$ cat src/rtl/prog_loader_pkg.sv
// Shared encodings for the program loader: UART receiver and loader FSM states.
package cpu_pkg;
   localparam int DATA_W = 8;

   typedef enum logic [1:0] {R_IDLE, R_START, R_DATA, R_STOP} rx_state_t;
   typedef enum logic [1:0] {L_LEN, L_DATA, L_DONE, L_ERR} ld_state_t;
endpackage

$ cat src/rtl/prog_loader_uart_rx.sv
// 8N1 UART receiver: 2-flop synchroniser, mid-bit sampling, one-cycle byte/error strobes.
module uart_rx
   import cpu_pkg::*;
#(
   parameter int CLKS_PER_BIT = 868
) (
   input  logic              CPU_Clk,
   input  logic              Reset,
   input  logic              rx,
   output logic [DATA_W-1:0] rx_byte,
   output logic              byte_valid,
   output logic              frame_err
);
   localparam int CW = $clog2(CLKS_PER_BIT);
   localparam logic [CW-1:0] HALF = CW'(CLKS_PER_BIT / 2 - 1);
   localparam logic [CW-1:0] FULL = CW'(CLKS_PER_BIT - 1);

   logic              sync1, rx_s, rx_prev;
   rx_state_t         state, state_n;
   logic [CW-1:0]     cnt, cnt_n;
   logic [2:0]        bit_idx, bit_n;
   logic [DATA_W-1:0] shreg, sh_n;

   always_ff @(posedge CPU_Clk or posedge Reset) begin
      if (Reset) begin
         sync1   <= 1'b1;
         rx_s    <= 1'b1;
         rx_prev <= 1'b1;
         state   <= R_IDLE;
         cnt     <= '0;
         bit_idx <= '0;
         shreg   <= '0;
      end else begin
         sync1   <= rx;
         rx_s    <= sync1;
         rx_prev <= rx_s;
         state   <= state_n;
         cnt     <= cnt_n;
         bit_idx <= bit_n;
         shreg   <= sh_n;
      end
   end

   always_comb begin
      state_n = state;
      cnt_n   = cnt + 1'b1;
      bit_n   = bit_idx;
      sh_n    = shreg;
      case (state)
         R_IDLE: begin
            cnt_n = '0;
            if (rx_prev && !rx_s) state_n = R_START;
         end
         R_START: if (cnt == HALF) begin
            // still low at mid start bit: genuine start, else a glitch
            cnt_n   = '0;
            bit_n   = '0;
            state_n = rx_s ? R_IDLE : R_DATA;
         end
         R_DATA: if (cnt == FULL) begin
            cnt_n = '0;
            sh_n  = {rx_s, shreg[DATA_W-1:1]};
            bit_n = bit_idx + 3'd1;
            if (bit_idx == 3'd7) state_n = R_STOP;
         end
         R_STOP: if (cnt == FULL) begin
            cnt_n   = '0;
            state_n = R_IDLE;
         end
         default: state_n = R_IDLE;
      endcase
   end

   // strobes fire on the stop-bit sample cycle so the loader registers WR one cycle later
   assign rx_byte    = shreg;
   assign byte_valid = (state == R_STOP) && (cnt == FULL) && rx_s;
   assign frame_err  = (state == R_STOP) && (cnt == FULL) && !rx_s;
endmodule

$ cat src/rtl/prog_loader.sv
// Length-prefixed serial program loader feeding the instruction store; holds the CPU while loading.
module prog_loader
   import cpu_pkg::*;
#(
   parameter int CLKS_PER_BIT = 868,
   parameter int LENGTH       = 32
) (
   input  logic                        CPU_Clk,
   input  logic                        Reset,
   input  logic                        rx,
   input  logic                        full,
   output logic                        WR,
   output logic [DATA_W-1:0]           data_out,
   output logic                        loading,
   output logic                        load_done,
   output logic                        load_err,
   output logic [$clog2(LENGTH):0]     byte_cnt
);
   localparam int CNT_W = $clog2(LENGTH) + 1;
   localparam logic [DATA_W-1:0] MAX_N = DATA_W'(LENGTH - 1);

   logic [DATA_W-1:0] rx_byte;
   logic              byte_valid, frame_err;

   uart_rx #(.CLKS_PER_BIT(CLKS_PER_BIT)) u_rx (
      .CPU_Clk    (CPU_Clk),
      .Reset      (Reset),
      .rx         (rx),
      .rx_byte    (rx_byte),
      .byte_valid (byte_valid),
      .frame_err  (frame_err)
   );

   ld_state_t         state, state_n;
   logic [CNT_W-1:0]  n_q, n_n, cnt, cnt_n;
   logic              wr_n;
   logic [DATA_W-1:0] dout_n;

   always_ff @(posedge CPU_Clk or posedge Reset) begin
      if (Reset) begin
         state    <= L_LEN;
         n_q      <= '0;
         cnt      <= '0;
         WR       <= 1'b0;
         data_out <= '0;
      end else begin
         state    <= state_n;
         n_q      <= n_n;
         cnt      <= cnt_n;
         WR       <= wr_n;
         data_out <= dout_n;
      end
   end

   always_comb begin
      state_n = state;
      n_n     = n_q;
      cnt_n   = cnt;
      wr_n    = 1'b0;
      dout_n  = data_out;
      case (state)
         L_LEN: begin
            if (frame_err) state_n = L_ERR;
            else if (byte_valid) begin
               if (rx_byte == '0 || rx_byte > MAX_N) state_n = L_ERR;
               else begin
                  n_n     = CNT_W'(rx_byte);
                  cnt_n   = '0;
                  state_n = L_DATA;
               end
            end
         end
         L_DATA: begin
            if (frame_err) state_n = L_ERR;
            else if (byte_valid) begin
               if (full) state_n = L_ERR;
               else begin
                  wr_n   = 1'b1;
                  dout_n = rx_byte;
                  cnt_n  = cnt + 1'b1;
                  if (cnt + 1'b1 == n_q) state_n = L_DONE;
               end
            end
         end
         default: ;
      endcase
   end

   assign loading   = (state == L_LEN) || (state == L_DATA);
   assign load_done = (state == L_DONE);
   assign load_err  = (state == L_ERR);
   assign byte_cnt  = cnt;
endmodule

$ cat config.mk
export PLATFORM = sky130hd
export DESIGN_NAME = prog_loader
export DESIGN_NICKNAME = d
export VERILOG_FILES = /design/src/rtl/prog_loader_pkg.sv /design/src/rtl/prog_loader_uart_rx.sv /design/src/rtl/prog_loader.sv
export SDC_FILE = /design/constraint.sdc
export NUM_CORES = 1
export LEC_CHECK = 0
export ABC_CLOCK_PERIOD_IN_PS = 4400
export CELL_PAD_IN_SITES_DETAIL_PLACEMENT = 0
export CELL_PAD_IN_SITES_GLOBAL_PLACEMENT = 2
export CORE_MARGIN = 1
export CORE_UTILIZATION = 40
export CTS_CLUSTER_DIAMETER = 100
export DETAILED_ROUTE_END_ITERATION = 12
export GPL_TIMING_DRIVEN = 1
export PLACE_DENSITY = 0.92
export SYNTH_ARGS = -nofsm -noshare
export SYNTH_HDL_FRONTEND = slang
export SYNTH_SLANG_ARGS = --single-unit
$ cat constraint.sdc
create_clock -name CPU_Clk -period 4.4 [get_ports CPU_Clk]
set_input_delay 0.66 -clock CPU_Clk [delete_from_list [all_inputs] [get_ports CPU_Clk]]
set_output_delay 0.66 -clock CPU_Clk [all_outputs]
set_load 0.1 [all_outputs]
Word level (Yosys, flattened, before mapping)
Index checks and enable logic that the tools add are counted.
- shift operators: 0
- order comparisons: 1
- div/mod/pow operators: 0
- equality and inequality tests: 24
- reductions and logical operators: 20
- multiply operators: 0
- add/subtract/negate cells: 3
- bitwise operators: 3
- multiplexer cells: 32
- operators by type and width (kind ; count):
    $mux W6 ; 6
    $pmux W10 S3 ; 1
    $mux W2 ; 13
    $mux W10 ; 2
    $ne A2 B2 Y1 const B ; 6
    $pmux W6 S2 ; 1
    $reduce_and A4 Y1 ; 3
    $add A10 B1 Y10 const B ; 1
    $eq A10 B10 Y1 const B ; 1
    $eq A10 B9 Y1 const B ; 1
    $ne A2 B1 Y1 const B ; 5
    $eq A2 B2 Y1 const B ; 4
    $gt A8 B5 Y1 const B ; 1
    $logic_not A8 Y1 ; 1
    $pmux W2 S4 ; 1
    $reduce_and A7 Y1 ; 1
    $add A6 B1 Y6 const B ; 1
    $eq A6 B6 Y1 ; 1
    $mux W3 ; 2
    $ne A3 B3 Y1 const B ; 2
    $pmux W3 S2 ; 1
    $reduce_and A5 Y1 ; 1
    $eq A2 B1 Y1 const B ; 2
    $logic_and A1 B1 Y1 ; 4
    13 further kinds ; 21
- memories kept: 0
- bits in latches: 0
- input bits: 4
- RAM bits: 0
- register bits after elaboration: 49
- logic and storage cells: 95
- ROM bits: 0

Logic depth before layout (Yosys ltp)
- word-level depth: 7
- mapped depth: 8

Cells and area by module
Synthesis repeated with hierarchy kept, for this count alone.
- cell total of the unflattened synthesis: 212
- area total of the unflattened synthesis: 2444.8 sq um
- modules (own cells, without submodules) (module ; instances ; cells each ; area an instance (sq um)):
    uart_rx ; 1 ; 104 ; 1228.7
    prog_loader ; 1 ; 108 ; 1216.2

Worst setup path after synthesis
Ideal clock, no wire load.
- path kind: register -> output
- from: register state[1]
- to: output load_done
- path buffers: 0
- data arrival time: 2.163 ns
- cell stages (with the launch flop): 3
- slack: 1.577 ns
- cells stage by stage: dfrtp_1 -> inv_1 -> nor2_1
- longest elaborated chain between the ends: 1
- RTL lines (item ; RTL line ; source):
    start, declared ; prog_loader.sv:34 ; ld_state_t state, state_n;
    start signal, assigned ; prog_loader.sv:47 ; state <= state_n;
    $eq A2 B2 Y1 ; prog_loader.sv:90 ; assign load_done = (state == L_DONE);
    end, declared ; prog_loader.sv:15 ; output logic load_done,
No other way between the ends.

Final worst setup path
- from: register state[0]
- to: output load_err
- longest elaborated chain between the ends: 1
- RTL lines (item ; RTL line ; source):
    $eq A2 B2 Y1 ; prog_loader.sv:91 ; assign load_err = (state == L_ERR);
    end, declared ; prog_loader.sv:16 ; output logic load_err,
No other way between the ends.

==> reports/qor.log <==
INFO  clock_tree     clock_input_transition_at_the_sequential_cells_of_the_worst_setup_and_hold_paths=0.09ns
INFO  global_routing grt_first_pass_wirelength=7500µm
INFO  routing        first_iter_violations=76
INFO  floorplanning  die_width=79.2µm
INFO  worst_setup_path criticalPathCategory=flop to output pin
INFO  synthesis      netlist_area=0.00238mm²
INFO  synthesis      synth.net_count=241
INFO  worst_setup_path critical_path.slowest_cell=sky130_fd_sc_hd__clkdlybuf4s50_1
INFO  floorplanning  design.portCount=22
INFO  clock_tree     cts_post_setup_buffers_inserted=0
INFO  global_routing number_of_antenna_violations_at_the_first_check_in_global_routing=0
INFO  synthesis      most_common_library_cells_after_synthesis=sky130_fd_sc_hd__dfrtp_1 (46), sky130_fd_sc_hd__nand2_1 (41), sky130_fd_sc_hd__nor2_1 (23)
INFO  worst_setup_path timing.critical_path.required=3.74ns
INFO  worst_setup_path critical_path_depth=3
INFO  clock_tree     number_of_clock_sinks=49
INFO  min_path       worst_hold_stages=0
INFO  worst_setup_path cp_slowest_stage_delay=1.13ns
INFO  floorplanning  dieHeight=79.2µm
INFO  sta            finalSetupViolations=0
INFO  clock_tree     cts_hold_buf=0
INFO  clock_tree     cts_repair_resize_count=0
INFO  sta            rsz_0062_raised_after_global_routing=no
INFO  place          detailed_place_hpwl=3020µm
INFO  sta            final_clock_skew=0.00611ns
INFO  floorplanning  fp-row-count=27
INFO  worst_setup_path setup.worst_path.start_class=flop
INFO  place          buffer_ports.inserted=21
INFO  floorplanning  die_area=0.00627mm²
INFO  finish         final_nets=263
INFO  synthesis      yosys.area.top_type=sky130_fd_sc_hd__dfrtp_1
INFO  min_path       hold_path.class=flop to flop
INFO  global_routing overflow=0
INFO  synthesis      synth_seq_cells=49
INFO  global_routing grt_pass1_vias=1547
INFO  synthesis      synth_enable_flop_cells=0
INFO  synthesis      synthDominantCellAreaShare=0.483
INFO  floorplanning  fp.coreArea=0.00561mm²
INFO  synthesis      synth_cell_type_count=42
INFO  outcome        outcome=finished clean
INFO  finish         final_layout_size_suffix_gt1_frac=0.116
INFO  sta            worstMarginPinSlew=1.01ns
INFO  sta            setup_tns=0ns
INFO  sta            clock.fmax=0.350GHz
INFO  power          vdd_ir_drop_max=146µV
INFO  clock_tree     tritoncts_buffers=5
INFO  routing        detail_route.wl_per_cell=13.5µm
INFO  power          power_leakage=1.24nW
INFO  worst_setup_path crit_arrival=2.20ns
INFO  synthesis      synth.area.top_cells=sky130_fd_sc_hd__dfrtp_1 (48%), sky130_fd_sc_hd__mux2_2 (6.6%), sky130_fd_sc_hd__nand2_1 (6.5%), sky130_fd_sc_hd__ha_1 (4.7%), sky130_fd_sc_hd__xnor2_1 (3.7%)
INFO  flow_run       maxCapViolCount=0
INFO  sta            worst_max_slew_margin_expressed_relative_to_the_limit=0.328
INFO  power          power.density_cell_area=336mW/mm²
INFO  floorplanning  initial_core_util=0.425
INFO  clock_tree     ctsLongestPathBuffers=2
INFO  clock_tree     tritoncts=yes
INFO  synthesis      synth_flop_cell=sky130_fd_sc_hd__dfrtp_1
INFO  routing        postRouteAntennaNets=0
INFO  sta            min_period_over_period=0.649
INFO  synthesis      async_flop_share=1.00
INFO  synthesis      postSynthAreaPerCell=10.5µm²
INFO  routing        num_vias=1671
INFO  global_routing grt_max_degree=50
INFO  clock_tree     clock_latency_late_sink=0.30ns
INFO  routing        drc_violations=0
INFO  synthesis      synth_warnings=0
INFO  routing        drt_wl_total=4360µm
INFO  clock_tree     cts_root_buffer=sky130_fd_sc_hd__clkbuf_8
INFO  synthesis      gate_count_after_technology_mapping=228
INFO  routing        drt_pre_antenna_iters=4
INFO  routing        vias_per_cell=5.17
INFO  finish         fillerInstances=532
INFO  synthesis      synth_most_common_cell=sky130_fd_sc_hd__dfrtp_1
INFO  sta            fin_worst_hold_slack=0.365ns
INFO  worst_setup_path worst-r2r-cell-count=4
INFO  worst_setup_path crit_chain=inv_1 > nor2_1 > clkdlybuf4s50_1
INFO  global_routing grt_util_all_layers=0.155
INFO  worst_setup_path critical_path.endpoint_type=output pin
INFO  sta            finalCriticalPeriod=2.86ns
INFO  finish         footprint_of_the_multi_input_gates=0.00108mm²
INFO  clock_tree     cts-htree-levels=2
INFO  synthesis      synth-seq-area-share=0.516
INFO  finish         n_antenna_cell=0
INFO  finish         area.growth.synth_to_final=14.9%
INFO  sta            maxSlewViolCount=0
INFO  sta            final_hold_viol_count=0
INFO  worst_setup_path crit_family=buffers and inverters
INFO  finish         final-seq-area=0.00123mm²
INFO  place          finalWeightedCongestion=0.756
INFO  worst_setup_path critical_path_peak_fanout=7
INFO  worst_setup_path buf_inv_on_cp=2
==> state kept, by name, indices dropped and copies added (netlist names), named ones only <==
register and flops:
u_rx.state 1, u_rx.rx_byte 8, n_q 6, u_rx.cnt 10, data_out 8, u_rx.rx_s 1
u_rx.rx_prev 1, state 2, WR 1, u_rx.sync1 1, u_rx.bit_idx 3, byte_cnt 6
==> cell usage in the layout (no fill, tap or decap), types with 2 or more instances in the layout <==
cell                              count
sky130_fd_sc_hd__dfrtp_1             46
sky130_fd_sc_hd__nand2_1             41
sky130_fd_sc_hd__nor2_1              23
sky130_fd_sc_hd__clkdlybuf4s50_1     21
sky130_fd_sc_hd__mux2_2              14
sky130_fd_sc_hd__nand3_1             12
sky130_fd_sc_hd__inv_1               10
sky130_fd_sc_hd__xnor2_1             10
sky130_fd_sc_hd__ha_1                 9
sky130_fd_sc_hd__xor2_1               5
sky130_fd_sc_hd__o21ai_0              5
sky130_fd_sc_hd__clkbuf_8             5
sky130_fd_sc_hd__nor2b_1              4
sky130_fd_sc_hd__o221ai_1             4
sky130_fd_sc_hd__or4_1                3
sky130_fd_sc_hd__dfstp_2              3
sky130_fd_sc_hd__nand4b_1             2
sky130_fd_sc_hd__and4_1               2
sky130_fd_sc_hd__nor3_1               2
sky130_fd_sc_hd__a21oi_1              2
sky130_fd_sc_hd__a31oi_1              2
sky130_fd_sc_hd__nand2b_1             2
sky130_fd_sc_hd__nand4_1              2
sky130_fd_sc_hd__clkbuf_1             2
==> final timing paths <==
| path | from | end | slack (ns) |
|---|---|---|---|
| max reg2reg | u_rx.cnt[2] | n_q[4] | 1.90 |
| max | state[0] | load_err | 1.54 |
| min | u_rx.sync1 | u_rx.rx_s | 0.36 |
| min reg2reg | u_rx.sync1 | u_rx.rx_s | 0.36 |
| min in group asynchronous | Reset | state[0] | 0.92 |
| max in group asynchronous | Reset | u_rx.rx_byte[0] | 2.87 |
==> area by class of cell <==
| cell class | instances | share of cell area |
|---|---|---|
| multi-input combinational | 162 | 0.395 |
| clock inverter | 1 | 0.00274 |
| inverter | 11 | 0.0151 |
| timing repair buffer | 21 | 0.0768 |
| tap | 72 | 0.0329 |
| clock buffer | 7 | 0.0279 |
| sequential | 49 | 0.449 |
==> metrics by stage <==
stage	std cells	power, W	setup slack, ns	cell area, µm²	util
after global routing	323	0.000977	1.44	2740	0.488
after floorplan	228	0.000631	1.58	2380	-
after detailed placement	315	0.000670	1.86	2650	0.473
final	323	0.000919	1.54	2740	0.488
after CTS	323	0.000932	1.52	2740	0.488
after global placement	315	0.000671	1.88	2650	0.473
==> worst reg2reg max path: stages, from the launching register on <==
cell,delay (ns)
sky130_fd_sc_hd__dfrtp_1,0.44
sky130_fd_sc_hd__or3b_1,0.42
sky130_fd_sc_hd__nor4_4,0.68
sky130_fd_sc_hd__and4_1,0.47
sky130_fd_sc_hd__mux2_2,0.37
==> power by group <==
group          switching, W  leakage, nW  internal [W]  total (W)
logic              0.000111        0.548     0.0000571   0.000169
clock network      0.000145       0.0385      0.000113   0.000258
registers         0.0000219        0.649      0.000471   0.000492
total              0.000278         1.24      0.000640   0.000919
==> cell families after synthesis <==
kind of cell / synth area share
flip-flops: 0.516
XOR/XNOR: 0.0551
AND/OR/NAND/NOR: 0.207
AO/OA/AOI/OAI: 0.0740
multiplexers: 0.0703
buffers and inverters: 0.0299
adder cells (fa/ha/maj): 0.0472
==> routing by layer <==
metal,routed length [µm],vias to the layer above,global-route usage,share of wire
met5,0,-,0,0
met4,65,0,0.0545,0.015
met3,136,7,0.0345,0.031
met2,1840,27,0.226,0.42
met1,2310,808,0.226,0.53
li1,-,829,-,-
Note: power is estimated with default switching activity, not from simulation.
